`config.mk`:
```
export PLATFORM = sky130hd
export DESIGN_NAME = inter_msg_tx
export DESIGN_NICKNAME = d
export VERILOG_FILES = /design/src/rtl/inter_msg_tx_pkg.sv /design/src/rtl/inter_msg_tx_sync2.sv /design/src/rtl/inter_msg_tx.sv
export SDC_FILE = /design/constraint.sdc
export NUM_CORES = 1
export LEC_CHECK = 0
export ABC_CLOCK_PERIOD_IN_PS = 5800
export CAP_MARGIN = 0
export CORE_MARGIN = 2
export CORE_UTILIZATION = 60
export CTS_CLUSTER_SIZE = 40
export DETAILED_ROUTE_END_ITERATION = 8
export PLACE_DENSITY_LB_ADDON = 0.25
export SYNTH_ARGS = -nofsm -noshare
export SYNTH_HDL_FRONTEND = slang
export SYNTH_SLANG_ARGS = --single-unit
```
`constraint.sdc`:
```
create_clock -name clk -period 5.8 [get_ports clk]
set_input_delay 0.87 -clock clk [delete_from_list [all_inputs] [get_ports clk]]
set_output_delay 0.87 -clock clk [all_outputs]
set_load 0.02 [all_outputs]
```
`src/rtl/inter_msg_tx_pkg.sv`:
```
// Shared definitions for the interboard message link.
// - frame_t : 24-bit message frame; field order fixes the bit positions
//             (msg_type [23:20] down to parity [0]).
// - beat_of : selects one of the four 6-bit beats, beat0 = frame[23:18].
package inter_msg_tx_pkg;

  localparam int FRAME_W   = 24;
  localparam int BEAT_W    = 6;
  localparam int NUM_BEATS = FRAME_W / BEAT_W;
  localparam int TIMER_W   = 20;

  typedef struct packed {
    logic [3:0] msg_type;  // [23:20]
    logic [5:0] card;      // [19:14]
    logic [2:0] sel_len;   // [13:11]
    logic [4:0] block_x;   // [10:6]
    logic [2:0] block_y;   // [5:3]
    logic       move_dir;  // [2]
    logic       player;    // [1]
    logic       parity;    // [0] odd parity over the whole frame
  } frame_t;

  function automatic logic [BEAT_W-1:0] beat_of(input frame_t f, input logic [1:0] idx);
    logic [FRAME_W-1:0] flat;
    flat = f;
    case (idx)
      2'd0:    beat_of = flat[23:18];
      2'd1:    beat_of = flat[17:12];
      2'd2:    beat_of = flat[11:6];
      default: beat_of = flat[5:0];
    endcase
  endfunction

endpackage

```
`src/rtl/inter_msg_tx_sync2.sv`:
```
// Generic two-flop synchronizer with asynchronous active-high reset (reset 0).
// - clk_i, rst_i : destination clock and reset
// - d_i          : asynchronous input
// - q_o          : synchronized output, two clk_i edges behind d_i
module sync2 (
  input  logic clk_i,
  input  logic rst_i,
  input  logic d_i,
  output logic q_o
);

  logic meta_q;
  logic sync_q;

  always_ff @(posedge clk_i or posedge rst_i) begin
    if (rst_i) begin
      meta_q <= 1'b0;
      sync_q <= 1'b0;
    end else begin
      meta_q <= d_i;
      sync_q <= meta_q;
    end
  end

  assign q_o = sync_q;

endmodule

```
`src/rtl/inter_msg_tx.sv`:
```
// Interboard message transmitter. Latches one control bundle, packs it into a
// 24-bit frame (player ID + odd parity) and ships it to the peer board as four
// 6-bit beats over a 4-phase request/ack handshake.
// - clk, rst          : clock, asynchronous active-high reset
// - interboard_rst    : synchronous abort back to idle
// - ctrl_*            : bundle, valid while ctrl_en is high
// - inter_ready       : idle, a new bundle will be accepted
// - tx_done / tx_err  : one-cycle pulses, frame acknowledged / ack timeout
// - request_out, ack_in, inter_data_out : 4-phase link to the peer
module inter_msg_tx #(
  parameter bit          PLAYER  = 1'b0,
  parameter int unsigned TIMEOUT = 1_000_000
) (
  input  logic       clk,
  input  logic       rst,
  input  logic       interboard_rst,
  input  logic       ctrl_en,
  input  logic       ctrl_move_dir,
  input  logic [4:0] ctrl_block_x,
  input  logic [2:0] ctrl_block_y,
  input  logic [3:0] ctrl_msg_type,
  input  logic [5:0] ctrl_card,
  input  logic [2:0] ctrl_sel_len,
  output logic       inter_ready,
  output logic       tx_done,
  output logic       tx_err,
  output logic       request_out,
  input  logic       ack_in,
  output logic [5:0] inter_data_out
);

  import inter_msg_tx_pkg::*;

  typedef enum logic [1:0] {
    S_IDLE   = 2'd0,
    S_REQ_HI = 2'd1,
    S_REQ_LO = 2'd2
  } state_t;

  localparam logic [TIMER_W-1:0] TIMER_LAST = TIMER_W'(TIMEOUT - 1);

  state_t              state_q;
  logic [1:0]          beat_q;
  logic [TIMER_W-1:0]  timer_q;
  logic                req_q;
  logic [BEAT_W-1:0]   data_q;
  logic                done_q;
  logic                err_q;
  frame_t              frame_q;
  frame_t              frame_d;
  logic [FRAME_W-2:0]  body_d;
  logic                ack_s;
  logic                accept;
  logic                timer_hit;

  sync2 u_ack_sync (
    .clk_i (clk),
    .rst_i (rst),
    .d_i   (ack_in),
    .q_o   (ack_s)
  );

  // Parity bit makes the total number of ones in the frame odd.
  assign body_d    = {ctrl_msg_type, ctrl_card, ctrl_sel_len, ctrl_block_x,
                      ctrl_block_y, ctrl_move_dir, PLAYER};
  assign frame_d   = {body_d, ~(^body_d)};
  assign accept    = (state_q == S_IDLE) && ctrl_en && !interboard_rst;
  assign timer_hit = (timer_q == TIMER_LAST);

  // Frame holding register: only meaningful while a frame is in flight.
  always_ff @(posedge clk) begin
    if (accept) begin
      frame_q <= frame_d;
    end
  end

  always_ff @(posedge clk or posedge rst) begin
    if (rst) begin
      state_q <= S_IDLE;
      beat_q  <= 2'd0;
      timer_q <= '0;
      req_q   <= 1'b0;
      data_q  <= '0;
      done_q  <= 1'b0;
      err_q   <= 1'b0;
    end else begin
      done_q <= 1'b0;
      err_q  <= 1'b0;
      if (interboard_rst) begin
        state_q <= S_IDLE;
        beat_q  <= 2'd0;
        timer_q <= '0;
        req_q   <= 1'b0;
        data_q  <= '0;
      end else begin
        case (state_q)
          S_IDLE: begin
            if (ctrl_en) begin
              state_q <= S_REQ_HI;
              beat_q  <= 2'd0;
              timer_q <= '0;
              req_q   <= 1'b1;
              data_q  <= beat_of(frame_d, 2'd0);
            end
          end
          S_REQ_HI: begin
            if (ack_s) begin
              state_q <= S_REQ_LO;
              req_q   <= 1'b0;
              timer_q <= '0;
            end else if (timer_hit) begin
              state_q <= S_IDLE;
              err_q   <= 1'b1;
              req_q   <= 1'b0;
              data_q  <= '0;
              timer_q <= '0;
            end else begin
              timer_q <= timer_q + TIMER_W'(1);
            end
          end
          S_REQ_LO: begin
            // Every beat needs the peer to drop ack before the next request.
            if (!ack_s) begin
              timer_q <= '0;
              if (beat_q == 2'd3) begin
                state_q <= S_IDLE;
                done_q  <= 1'b1;
                data_q  <= '0;
                beat_q  <= 2'd0;
              end else begin
                state_q <= S_REQ_HI;
                beat_q  <= beat_q + 2'd1;
                req_q   <= 1'b1;
                data_q  <= beat_of(frame_q, beat_q + 2'd1);
              end
            end else if (timer_hit) begin
              state_q <= S_IDLE;
              err_q   <= 1'b1;
              data_q  <= '0;
              timer_q <= '0;
            end else begin
              timer_q <= timer_q + TIMER_W'(1);
            end
          end
          default: state_q <= S_IDLE;
        endcase
      end
    end
  end

  assign inter_ready    = (state_q == S_IDLE);
  assign tx_done        = done_q;
  assign tx_err         = err_q;
  assign request_out    = req_q;
  assign inter_data_out = data_q;

endmodule

```
# Word level (Yosys, flattened, before mapping)
# Cells that the tools add are included.
[classes]
n_eq_ne = 11
add_sub_neg = 2
n_bitwise = 1
muxes = 42
n_reduce_logical = 12
[op_table]
columns = ["cell", "n"]
rows = [
  ["$mux 20", 5],
  ["$pmux 20 s3", 1],
  ["$mux 6", 6],
  ["$pmux 6 s3", 2],
  ["$reduce_xor 23->1", 1],
  ["$add 20x1->20 const B", 1],
  ["$eq 20x20->1 const B", 1],
  ["$mux 2", 9],
  ["$mux 1", 15],
  ["$ne 3x3->1 const B", 4],
  ["$eq 2x2->1 const B", 3],
  ["$pmux 2 s3", 1],
  ["$reduce_and 3->1", 2],
  ["$reduce_and 5->1", 1],
  ["$eq 2x1->1 const B", 2],
  ["$logic_not 2->1", 2],
  ["$ne 4x3->1 const B", 1],
  ["$pmux 2 s2", 1],
  ["$reduce_bool 4->1", 1],
  ["$pmux 1 s3", 1],
  ["$reduce_bool 3->1", 1],
  ["$add 2x1->2 const B", 1],
  ["$logic_and 1x1->1", 2],
  ["$pmux 1 s2", 1],
  ["other kinds (3)", 3],
]
[totals]
output_inout_bits = 10
word_cells = 84
ff_bits = 58

# Depth between registers and ports, before layout
# Gate-level depths: netlist of the first run.
[depth]
word_depth = 7
ltp_mapped = 8

# Modules after synthesis
# A second synthesis of the first run with hierarchy kept.
[unflattened]
cells_unflattened = 307
area_unflattened_um2 = 3196.8
[by_module_without_submodules]
columns = ["module", "seq_area_each_um2", "cells_per_inst", "instances", "area_per_inst_um2"]
rows = [
  ["inter_msg_tx", 1516.5, 304, 1, 3143.0],
  ["sync2", 50.0, 3, 1, 53.8],
]

# Least setup slack after synthesis of the first run
# Ideal clock, no wire load.
[synth_path]
kind = "reg2reg"
start = "register state_q[0]"
end = "register timer_q[7]"
required_ns = 5.674
t_arrival_ns = 2.000
setup_ns = 0.126
path_slack_ns = 3.674
path_stages_with_launch = 8
path_cell_list = "dfrtp_1 inv_1 ha_1 mux2i_1 nor2b_1 buf_4 nor3_1 a221o_1"
[synth_between]
elab_chain_len = 3
[synth_rtl]
columns = ["element", "line_no", "rtl"]
rows = [
  ["start: declaration", "inter_msg_tx.sv:42", "state_t state_q;"],
  ["start signal: assignment", "inter_msg_tx.sv:79", "state_q <= S_IDLE;"],
  ["start signal: assignment", "inter_msg_tx.sv:90", "state_q <= S_IDLE;"],
  ["start signal: assignment", "inter_msg_tx.sv:99", "state_q <= S_REQ_HI;"],
  ["$logic_not 2->1 (*)", "-", ""],
  ["via inter_ready", "inter_msg_tx.sv:24", "output logic inter_ready,"],
  ["$pmux 20 s3 (tied with other cells)", "inter_msg_tx.sv:96", "case (state_q)"],
  ["$mux 20 / $reduce_and 2->1 (equally long branches)", "-", ""],
  ["end signal: assignment", "inter_msg_tx.sv:118", "timer_q <= timer_q + TIMER_W'(1);"],
  ["end signal: assignment", "inter_msg_tx.sv:142", "timer_q <= timer_q + TIMER_W'(1);"],
  ["end: declaration", "inter_msg_tx.sv:44", "logic [TIMER_W-1:0] timer_q;"],
]
# Mark *: on every way through the listed nets, which the timed path passes. The rest lies on a longest branch.
# A chain may end at the register's enable or synchronous reset.

# Worst setup path in the final report of the first run
[layout_path]
start = "input port interboard_rst"
end = "register timer_q[5]"
[layout_between]
elab_chain_len = 2
[layout_rtl]
columns = ["element", "line_no", "rtl"]
rows = [
  ["start: declaration", "inter_msg_tx.sv:16", "input logic interboard_rst,"],
  ["$ne 3x3->1 (no source line) / $reduce_bool 4->1 (equally long branches)", "-", ""],
  ["$reduce_and 2->1 (no source line)", "-", ""],
]
# Parallel ways exist; a longest one is shown, timed or not.

==> results of run 1 <==
[per-layer routing]
metal  vias to the layer above  track usage, %
li1                       1144               -
met3                         9            4.89
met4                         0            11.5
met1                      1147            30.9
met2                        53            40.2
met5                         -               0
[layout by cell type (no fill, tap or decap), types with 2 or more instances in the layout]
master,instances
clkdlybuf4s50_1,36
dfrtp_1,35
edfxtp_1,23
xnor2_1,22
nand2_1,21
o21ai_0,18
a21oi_1,16
nand3_1,13
nor2_1,11
ha_1,10
inv_1,9
clkbuf_8,9
a21o_1,7
a222oi_1,6
nand2b_1,5
o21a_1,5
a22o_1,5
and4_1,4
a31oi_1,4
nand4_1,4
o31ai_1,3
and3_1,3
a221o_1,3
o311ai_0,3
nor4_1,3
nor3_1,3
clkinv_2,3
bufinv_16,3
nor4_4,2
a21oi_2,2
nor2b_1,2
or4_1,2
xor2_1,2
or4_2,2
buf_4,2
[flip-flops by register name, summed over array words and instances, names as in the netlist]
register	count
tx_err	1
state_q	2
frame_q	23
timer_q	20
request_out	1
u_ack_sync.q_o	1
beat_q	2
tx_done	1
u_ack_sync.meta_q	1
inter_data_out	6
[metrics by stage]
stage / setup WS, ns / power, mW
6_report: 3.05 / 1.37
2_1_floorplan: 3.67 / 0.800
3_3_place_gp: 2.94 / 0.924
3_5_place_dp: 2.76 / 0.935
5_1_grt: 2.88 / 1.43
4_1_cts: 3.10 / 1.38
[cells by family after synthesis]
logic type               Yosys count
multiplexers                       3
XOR/XNOR                          24
AO/OA/AOI/OAI                     79
flip-flops                        58
adder cells (fa/ha/maj)           10
buffers and inverters             17
AND/OR/NAND/NOR                   88
[path summary, 6_finish.rpt]
check / from / endpoint / cells past startpoint
min in group asynchronous: rst / beat_q[1] / 3
worst max register to register: state_q[0] / timer_q[5] / 6
worst max-delay path: interboard_rst / timer_q[5] / 5
worst min register to register: u_ack_sync.meta_q / u_ack_sync.q_o / 0
max in group asynchronous: rst / timer_q[3] / 3
worst min-delay path: u_ack_sync.meta_q / u_ack_sync.q_o / 0
[power by group through the flow]
stage / Clock [mW] / Combinational, mW / Sequential, mW
after floorplan: 0 / 0.260 / 0.540
after global placement: 0 / 0.405 / 0.519
after detailed placement: 0 / 0.413 / 0.522
after CTS: 0.446 / 0.416 / 0.514
after global routing: 0.463 / 0.452 / 0.519
final: 0.444 / 0.416 / 0.514
[area by class of cell]
| cell class | count | area (sq um) |
|---|---|---|
| repair buffers | 38 | 375 |
| well taps | 70 | 87.6 |
| multi-input cells | 204 | 1450 |
| fillers | 349 | 1290 |
| flip-flops and latches | 58 | 1570 |
| clock buffers | 10 | 128 |
| inverters | 9 | 33.8 |
| clock inverters | 6 | 105 |
==> metrics.md, run 1 <==
| Metric | Value |
|---|---|
| Die height | around 76 um |
| Sw Pwr | roughly 430 uW |
| Slowest cell on the critical path | clkdlybuf4s50_1 |
| Delay-heaviest family, CP | compound AO/OA/AOI/OAI gates |
| Number of global-route vias before repair | 2175 |
| PwrDens | 367 nW/um^2 |
| Clk buf depth | 2 |
| Core footprint | between 5000 and 6000 sq um |
| Dominant cell type by area after synthesis | dfrtp_1 |
| Routability Congestion | 0.843 |
| Top FF cell, synth | dfrtp_1 |
| Mapped Area | 3090 sq um |
| Synthesized-area fraction occupied by adder cells | 4.04% |
| Drt first pass iters | 5 |
| Crit. End Element | flip-flop |
| Final setup viols | 0 |
| GRT Resource Usage Total | 24.4% |
| Die X | 75.8 um |
| Synth Area in Compound Gates | between 10% and 20% |
| WL/cell | 16.8 um |
| Critical path type | in2reg |
| Post-synth EDFFs | 23 |
| HPWL after DPL | around 4.6 mm |
| CP cell instances | clkdlybuf4s50_1, nand3b_4, a21oi_2, nand2_1, o311ai_0 |
| Worst Path Arrival | 2.95 ns |
| Routed wire length | 6.62 mm |
| VDD IR-drop max | 0.211 mV |
| Number of core rows | 26 |
| Max Cap Viol | 0 |
| CTS clk-pin slew, worst paths | about 0.060 ns |
| Util after Layout | 74.4% |
| Worst Hold Margin | between 0.3 and 0.4 ns |
| Xor/xnor cell area share of the yosys netlist | 6.79% |
| Comb pwr share | between 30 and 40% |
| Post-synthesis simple-gate area fraction | 17.4% |
| Max-slew violations | 0 |
| Netlist cell types | 56 |
| Setup bufs post-CTS | 0 |
| Async SR Flop Fraction | between 60% and 70% |
| Post-CTS sizing | 0 |
| Final Critical Period | between 2 and 3 ns |
| RSZ-0062 raised after global routing | no |
| Most frequent cell after synthesis | dfrtp_1 |
| Top-area cell type share of the netlist area | 28.3% |
| Wl on met1 | approximately 3.0 mm |
| Lkg Pwr | 1.50 nW |
| Highest routed layer | met4 |
| Seq/Total Area, Yosys | slightly above 50% |
| Clock skew | 0.00753 ns |
| Largest family of logic cells by synthesized area | compound AO/OA/AOI/OAI gates |
| First-pass GRT wire length | about 10 mm |
| R2R setup slack | 3.21 ns |
| Slowest stage delay, CP | 0.58 ns |
| Mux contribution to synthesized area | 1.17% |
| Via Count | ~2400 |
| GRT overflow | 0 |
| Seq pwr share | 37.4% |
| Net Count, Synth | ~320 |
| WP data required | around 6 ns |
| CTS Root Cell | clkbuf_8 |
| Int Power | 947 uW |
| Die ar. | roughly 5700 sq um |
| Share of layout cells above drive strength 1 | between 10% and 20% |
| Antenna violations before repair | 0 |
| # nets final | 357 |
| Worst Path Max Fanout | 15 |
| Area delta synth->final | 21.2% |
| Final period utilization | 47.3% |
| Ranking of synthesized cells by area | dfrtp_1 28%, edfxtp_1 22%, xnor2_1 6.2% |
| Commonest cells post-synth | 35 x dfrtp_1, 23 x edfxtp_1, 22 x xnor2_1 |
| Final Hold Viols | 0 |
| Post-Route Setup TNS | 0 ns |
| Later-pin clock latency in the skew report | about 0.34 ns |
| # DRC | 0 |
| Max Clk Rate | 364 MHz |
| Synthesized flop and latch total | between 50 and 60 |
| Average footprint of a synthesized cell | 11.1 sq um |
| Post-synthesis instance total | around 280 |
| Initial core utilization | 61.4% |
| Vias per Instance | 5.96 |
| Ports | 37 |
| Final Instance Area | 3750 sq um |
| Level count of the clock H-tree | 3 |
| Hold_buf cts | 0 |
| Num CTS Buffers | 9 |
| Slew @ Worst Pin | 0.961 ns |
| Final cell count without fillers | 395 |
| Pin count of the biggest net entering global routing | 36 |
| Slew margin rel. | between 30% and 40% |
| Inserted Diodes | 0 |
| Met3 wire len | 234 um |
| CTS tree | yes |
| Antenna Nets Post-Route | 0 |
| YS warnings | 0 |
| Status | completed |
| Port Buf Inserts | 36 |
| Clock Power Share | 32.3% |
| Sw frac | between 30% and 40% |
| Placed Cells | 379 |
| Placed inst area | 3520 sq um |
| Hold Crit Class | reg2reg |
| Routed wl met2 | 3.30 mm |
| CTS sink cnt | 58 |
| Buf+Inv Stages, Crit Path | 1 |
| Worst Setup Start Kind | input port |
| Initial DRC Count | 141 |
(Power assumes the default switching activity.)
==> run 2, diff against run 1 <==
--- a/config.mk
+++ b/config.mk
@@ -5,10 +5,10 @@
 export SDC_FILE = /design/constraint.sdc
 export NUM_CORES = 1
 export LEC_CHECK = 0
-export ABC_CLOCK_PERIOD_IN_PS = 5800
+export ABC_CLOCK_PERIOD_IN_PS = 2350
 export CAP_MARGIN = 0
 export CORE_MARGIN = 2
-export CORE_UTILIZATION = 60
+export CORE_UTILIZATION = 50
 export CTS_CLUSTER_SIZE = 40
 export DETAILED_ROUTE_END_ITERATION = 8
 export PLACE_DENSITY_LB_ADDON = 0.25
==> constraint.sdc (replaced) <==
create_clock -name clk -period 2.35 [get_ports clk]
set_input_delay 0.3525 -clock clk [delete_from_list [all_inputs] [get_ports clk]]
set_output_delay 0.3525 -clock clk [all_outputs]
set_load 0.02 [all_outputs]
==> run 2 against run 1 <==
Compared with the run above: worst setup slack lost 2.8 ns; sequential share of layout area down 0.77 points; sequential power grew 150%; clock skew increased by 0.0033 ns; global-route usage down 2.3 points; clock-buffer cell count did not move; utilization down 10 points; clock power rose by 120%.
==> metrics.md, run 2 (same netlist as run 1, synthesis figures left out) <==
| Metric | Value |
|---|---|
| Placed Cells | 393 |
| Hold Crit Class | reg2reg |
| Share of layout cells above drive strength 1 | 12.3% |
| Initial DRC Count | roughly 190 |
| Die height | 82.7 um |
| Routability Congestion | 0.853 |
| Max reg flops | 23 |
| # DRC | 0 |
| WP data required | 2.63 ns |
| Hold_buf cts | 0 |
| Sw frac | between 30% and 40% |
| Later-pin clock latency in the skew report | 0.34 ns |
| Post-Route Setup TNS | 0 ns |
| Slew @ Worst Pin | ~0.48 ns |
| Overall power | 3.38 mW |
| Clk buf depth | 2 |
| Pin count of the biggest net entering global routing | 36 |
| Die X | 82.7 um |
| CTS tree | yes |
| Level count of the clock H-tree | 3 |
| Clock skew | 0.0108 ns |
| Worst Path Arrival | 2.42 ns |
| Worst Hold Margin | 0.352 ns |
| Number of global-route vias before repair | 2330 |
| Routed wire length | 6.83 mm |
| Final Hold Viols | 0 |
| Slowest stage delay, CP | 0.50 ns |
| Final setup viols | 0 |
| CTS clk-pin slew, worst paths | 0.07 ns |
| Ports | 37 |
| Slew margin rel. | 67.6% |
| Port Buf Inserts | 36 |
| Fill cells | 458 |
| WL/cell | 16.7 um |
| Biggest register | frame_q |
| Num CTS Buffers | 9 |
| Area delta synth->final | 23.5% |
| Slowest cell on the critical path | or4_1 |
| CTS sink cnt | 58 |
| Status | completed |
| Comb pwr share | 33.3% |
| Most common cell after layout, fill and taps aside | clkdlybuf4s50_1 |
| Seq pwr share | 37.4% |
| Max Clk Rate | 469 MHz |
| Int Power | 2.30 mW |
| Antenna violations before repair | 0 |
| GRT Resource Usage Total | between 20 and 25% |
| Buf+Inv Stages, Crit Path | 2 |
| Via Count | roughly 2400 |
| HPWL after DPL | 4.94 mm |
| Delay-heaviest family, CP | simple AND/OR/NAND/NOR gates |
| Max Cap Viol | 0 |
| Lkg Pwr | 1.53 nW |
| CP cell instances | inv_1, ha_1, mux2i_1, nor2b_1, buf_12, or4_1, a21oi_1, a21o_1 |
| Vias per Instance | 5.77 |
| Number of core rows | 28 |
| Worst Path Max Fanout | 25 |
| Setup bufs post-CTS | 0 |
| First-pass GRT wire length | approximately 11 mm |
| Inserted Diodes | 0 |
| PwrDens | 885 nW/um^2 |
| Antenna Nets Post-Route | 0 |
| Clock Power Share | 29.3% |
| Worst Setup Start Kind | flip-flop |
| RSZ-0062 raised after global routing | no |
| Die ar. | ~6800 sq um |
| Drt first pass iters | 5 |
| Max-slew violations | 0 |
| Final Critical Period | 2.13 ns |
| Initial core utilization | 52.0% |
| # nets final | roughly 370 |
| Most frequent cells in the layout | 36 x clkdlybuf4s50_1, 35 x dfrtp_1, 23 x edfxtp_1, 22 x xnor2_1, 21 x nand2_1 |
| Crit. End Element | flip-flop |
| Final cell count without fillers | ~410 |
| CTS Root Cell | clkbuf_8 |
| Critical path type | reg2reg |
| Core footprint | 5960 sq um |
| VDD IR-drop max | 0.519 mV |
| Util after Layout | 64.1% |
| Final period utilization | 90.8% |
| Sw Pwr | 1.08 mW |
| GRT overflow | 0 |
-- run 2: metal layers --
metal	global-route usage (%)	routed length (um)	vias up	part of all wire (%)
met5	0	0	-	0
met4	6.89	93	0	1.4
met3	8.15	442	11	6.5
met2	36.8	3290	69	48
met1	26.6	3010	1119	44
li1	-	-	1162	-
-- run 2: power by group through the flow --
stage          combinational [mW]  clock (mW)  sequential, mW
2_1_floorplan               0.641           0            1.33
3_3_place_gp                 1.10           0            1.28
4_1_cts                      1.12        1.01            1.26
6_report                     1.13       0.990            1.26
3_5_place_dp                 1.12           0            1.28
5_1_grt                      1.24        1.06            1.28
-- run 2: area by class of cell --
class                      count  area (sq um)  share of cell area, %
clock buffer                  10           128                   3.34
clock inverter                 6          81.3                   2.13
inverter                       9          33.8                  0.884
multi-input combinational    204          1460                   38.3
sequential                    58          1570                   41.0
tap                           75          93.8                   2.46
timing repair buffer          47           455                   11.9
-- run 2: final timing paths --
kind,from,endpoint,slack (ns),cells after the start
setup / recovery,state_q[0],timer_q[16],0.22,8
hold / removal,u_ack_sync.meta_q,u_ack_sync.q_o,0.35,0
setup reg to reg,state_q[0],timer_q[16],0.22,8
hold reg to reg,u_ack_sync.meta_q,u_ack_sync.q_o,0.35,0
max in group asynchronous,rst,inter_data_out[2],1.59,3
min in group asynchronous,rst,beat_q[1],0.41,3
-- run 2: per-stage QoR --
| stage | area, sq um | setup WS (ns) |
|---|---|---|
| after CTS | 3810 | 0.0367 |
| final | 3820 | 0.216 |
| after floorplan | 3090 | 0.224 |
| after detailed placement | 3600 | 0.0525 |
| after global routing | 3820 | 0.00461 |
| after global placement | 3600 | 0.165 |
-- run 2: timing repair --
item                                    CTS  global route
resized for setup                         0             1
endpoints found under the setup margin    0             4
endpoints found under the hold margin     0             0
==> run 3, diff against run 2 <==
--- a/config.mk
+++ b/config.mk
@@ -5,7 +5,7 @@
 export SDC_FILE = /design/constraint.sdc
 export NUM_CORES = 1
 export LEC_CHECK = 0
-export ABC_CLOCK_PERIOD_IN_PS = 2350
+export ABC_CLOCK_PERIOD_IN_PS = 1800
 export CAP_MARGIN = 0
 export CORE_MARGIN = 2
 export CORE_UTILIZATION = 50
==> constraint.sdc (replaced) <==
create_clock -name clk -period 1.8 [get_ports clk]
set_input_delay 0.27 -clock clk [delete_from_list [all_inputs] [get_ports clk]]
set_output_delay 0.27 -clock clk [all_outputs]
set_load 0.02 [all_outputs]
==> run 3 against run 2 <==
Compared with the run above: the flow now finishes with violations (negative setup slack); clock skew grew 0.00061 ns; worst hold slack lost 0.026 ns; critical path type unchanged; design area increased by 21%; via count up 17%; critical endpoint is now timer_q[13].
==> metrics.md, run 3 (same netlist as run 1, synthesis figures left out) <==
| Metric | Value |
|---|---|
| Sw frac | roughly 33% |
| WP data required | 2.03 ns |
| Place WS | -0.151 ns |
| Crit. End Element | flip-flop |
| Clock Power Share | 28.8% |
| Critical path type | reg2reg |
| Die ar. | 6830 sq um |
| Util after Layout | about 80% |
| Later-pin clock latency in the skew report | 0.35 ns |
| Number of global-route vias before repair | 2732 |
| # nets final | 427 |
| Routed wire length | 8.85 mm |
| VDD IR-drop max | about 0.77 mV |
| Level count of the clock H-tree | 3 |
| Max reg flops | 23 |
| Via Count | 2769 |
| Num CTS Buffers | 9 |
| Ports | 37 |
| Die height | 82.7 um |
| Comb pwr share | 40.0% |
| Seq pwr share | between 30% and 40% |
| Sw Pwr | between 1.5 and 2 mW |
| Core footprint | 5960 sq um |
| Number of core rows | 28 |
| Final Critical Period | 1.96 ns |
| Post-Route Setup TNS | -1.60 ns |
| Antenna Nets Post-Route | 0 |
| CTS clk-pin slew, worst paths | 0.07 ns |
| Pin count of the biggest net entering global routing | 36 |
| Drt first pass iters | 5 |
| Max Cap Viol | 0 |
| Biggest register | frame_q |
| Initial core utilization | 52.0% |
| Most frequent cells in the layout | 60 x buf_4, 35 x clkdlybuf4s50_1, 33 x dfrtp_1, 23 x edfxtp_1, 22 x xnor2_1 |
| GRT Resource Usage Total | 26.6% |
| Slew @ Worst Pin | around 0.47 ns |
| Setup WS post-layout | -0.157 ns |
| Final period utilization | 109% |
| Worst Setup Start Kind | flip-flop |
| Clock skew | 0.0114 ns |
| Final Hold Viols | 0 |
| # DRC | 0 |
| Max-slew violations | 0 |
| PwrDens | 1140 nW/um^2 |
| Max Clk Rate | 511 MHz |
| Status | finished, violations left |
| Clk buf depth | 2 |
| Failing checks | negative setup slack |
| CTS Root Cell | clkbuf_8 |
| Die X | ~83 um |
| Port Buf Inserts | 36 |
| HPWL after DPL | 5.54 mm |
| Area delta synth->final | 49.6% |
| Worst Path Arrival | 2.19 ns |
| Hold Crit Class | in2async |
| WL/cell | between 15 and 20 um |
| GRT overflow | 0 |
| Initial DRC Count | 166 |
| Final setup viols | 21 |
| Slew margin rel. | 68.7% |
| Most common cell after layout, fill and taps aside | buf_4 |
| CTS sink cnt | 58 |
| Int Power | ~3.6 mW |
| Worst Path Max Fanout | 4 |
| CTS tree | yes |
| Worst Hold Margin | 0.326 ns |
| R2R setup slack | -0.16 ns |
| RSZ-0062 raised after global routing | yes |
| Routability Congestion | 0.904 |
| First-pass GRT wire length | 13.3 mm |
| Antenna violations before repair | 0 |
| Share of layout cells above drive strength 1 | 37.7% |
| Vias per Instance | 5.89 |
| Lkg Pwr | 1.90 nW |
| Inserted Diodes | 0 |
run 3: cell types whose count changed in the layout (fill, tap and decap cells not counted), sizes merged:
cell           delta
buf              +60
bufinv            +1
clkbuf            -1
clkdlybuf4s50     -1
clkinv            -1
clkinvlp          -1
dlygate4sd2       +1
inv               +2
nor2b             +1
run 3: repair_timing:
| item | CTS | global route |
|---|---|---|
| pin swaps | 11 | 6 |
| endpoints found under the hold margin | 0 | 0 |
| hold buffers | 0 | 0 |
| setup buffers | 7 | 7 |
| gates resized for setup | 26 | 43 |
| cloned | 0 | 1 |
| setup endpoints to repair | 24 | 30 |
run 3: routing by layer:
metal,GRT usage [%],share of wire [%],wire length (um)
met4,9.34,1.8,159
met1,30.2,39,3470
met3,7.39,6.0,529
met2,47.8,53,4700
met5,0,0,0
run 3: power by group through the flow:
stage / clock network (mW) / registers [mW] / logic (mW)
floorplan: 0 / 1.75 / 0.964
global placement: 0 / 1.66 / 1.77
detailed placement: 0 / 1.67 / 1.80
CTS: 1.53 / 1.65 / 1.94
global route: 1.59 / 1.67 / 2.28
finish: 1.52 / 1.65 / 2.11
run 3: final timing paths:
| kind | from | endpoint | cells past startpoint |
|---|---|---|---|
| max | timer_q[12] | timer_q[13] | 6 |
| min | rst | beat_q[1] | 3 |
| max reg2reg | timer_q[12] | timer_q[13] | 6 |
| min reg2reg | u_ack_sync.meta_q | u_ack_sync.q_o | 0 |
| max in group asynchronous | rst | beat_q[0] | 3 |
| min in group clk | u_ack_sync.meta_q | u_ack_sync.q_o | 0 |
run 3: layout make-up:
type	count	area [sq um]
clock buffers	9	124
repair buffers	107	942
inverters	9	33.8
clock inverters	7	125
fillers	353	1330
well taps	75	93.8
flip-flops and latches	58	1570
multi-input cells	205	1740
run 3: stage by stage:
stage	cells	instance area, sq um	total power, mW
floorplan	279	3170	2.71
global route	470	4630	5.54
finish	470	4630	5.29
CTS	462	4410	5.12
global placement	439	4020	3.43
detailed placement	439	4020	3.46
run 3: critical path: stages, from the launching register on:
cell and delay (ns):
dfrtp_1 0.38, or4b_4 0.56, nor4_4 0.20, a21oi_2 0.12, buf_4 0.17, and3_1 0.16, a221o_1 0.25
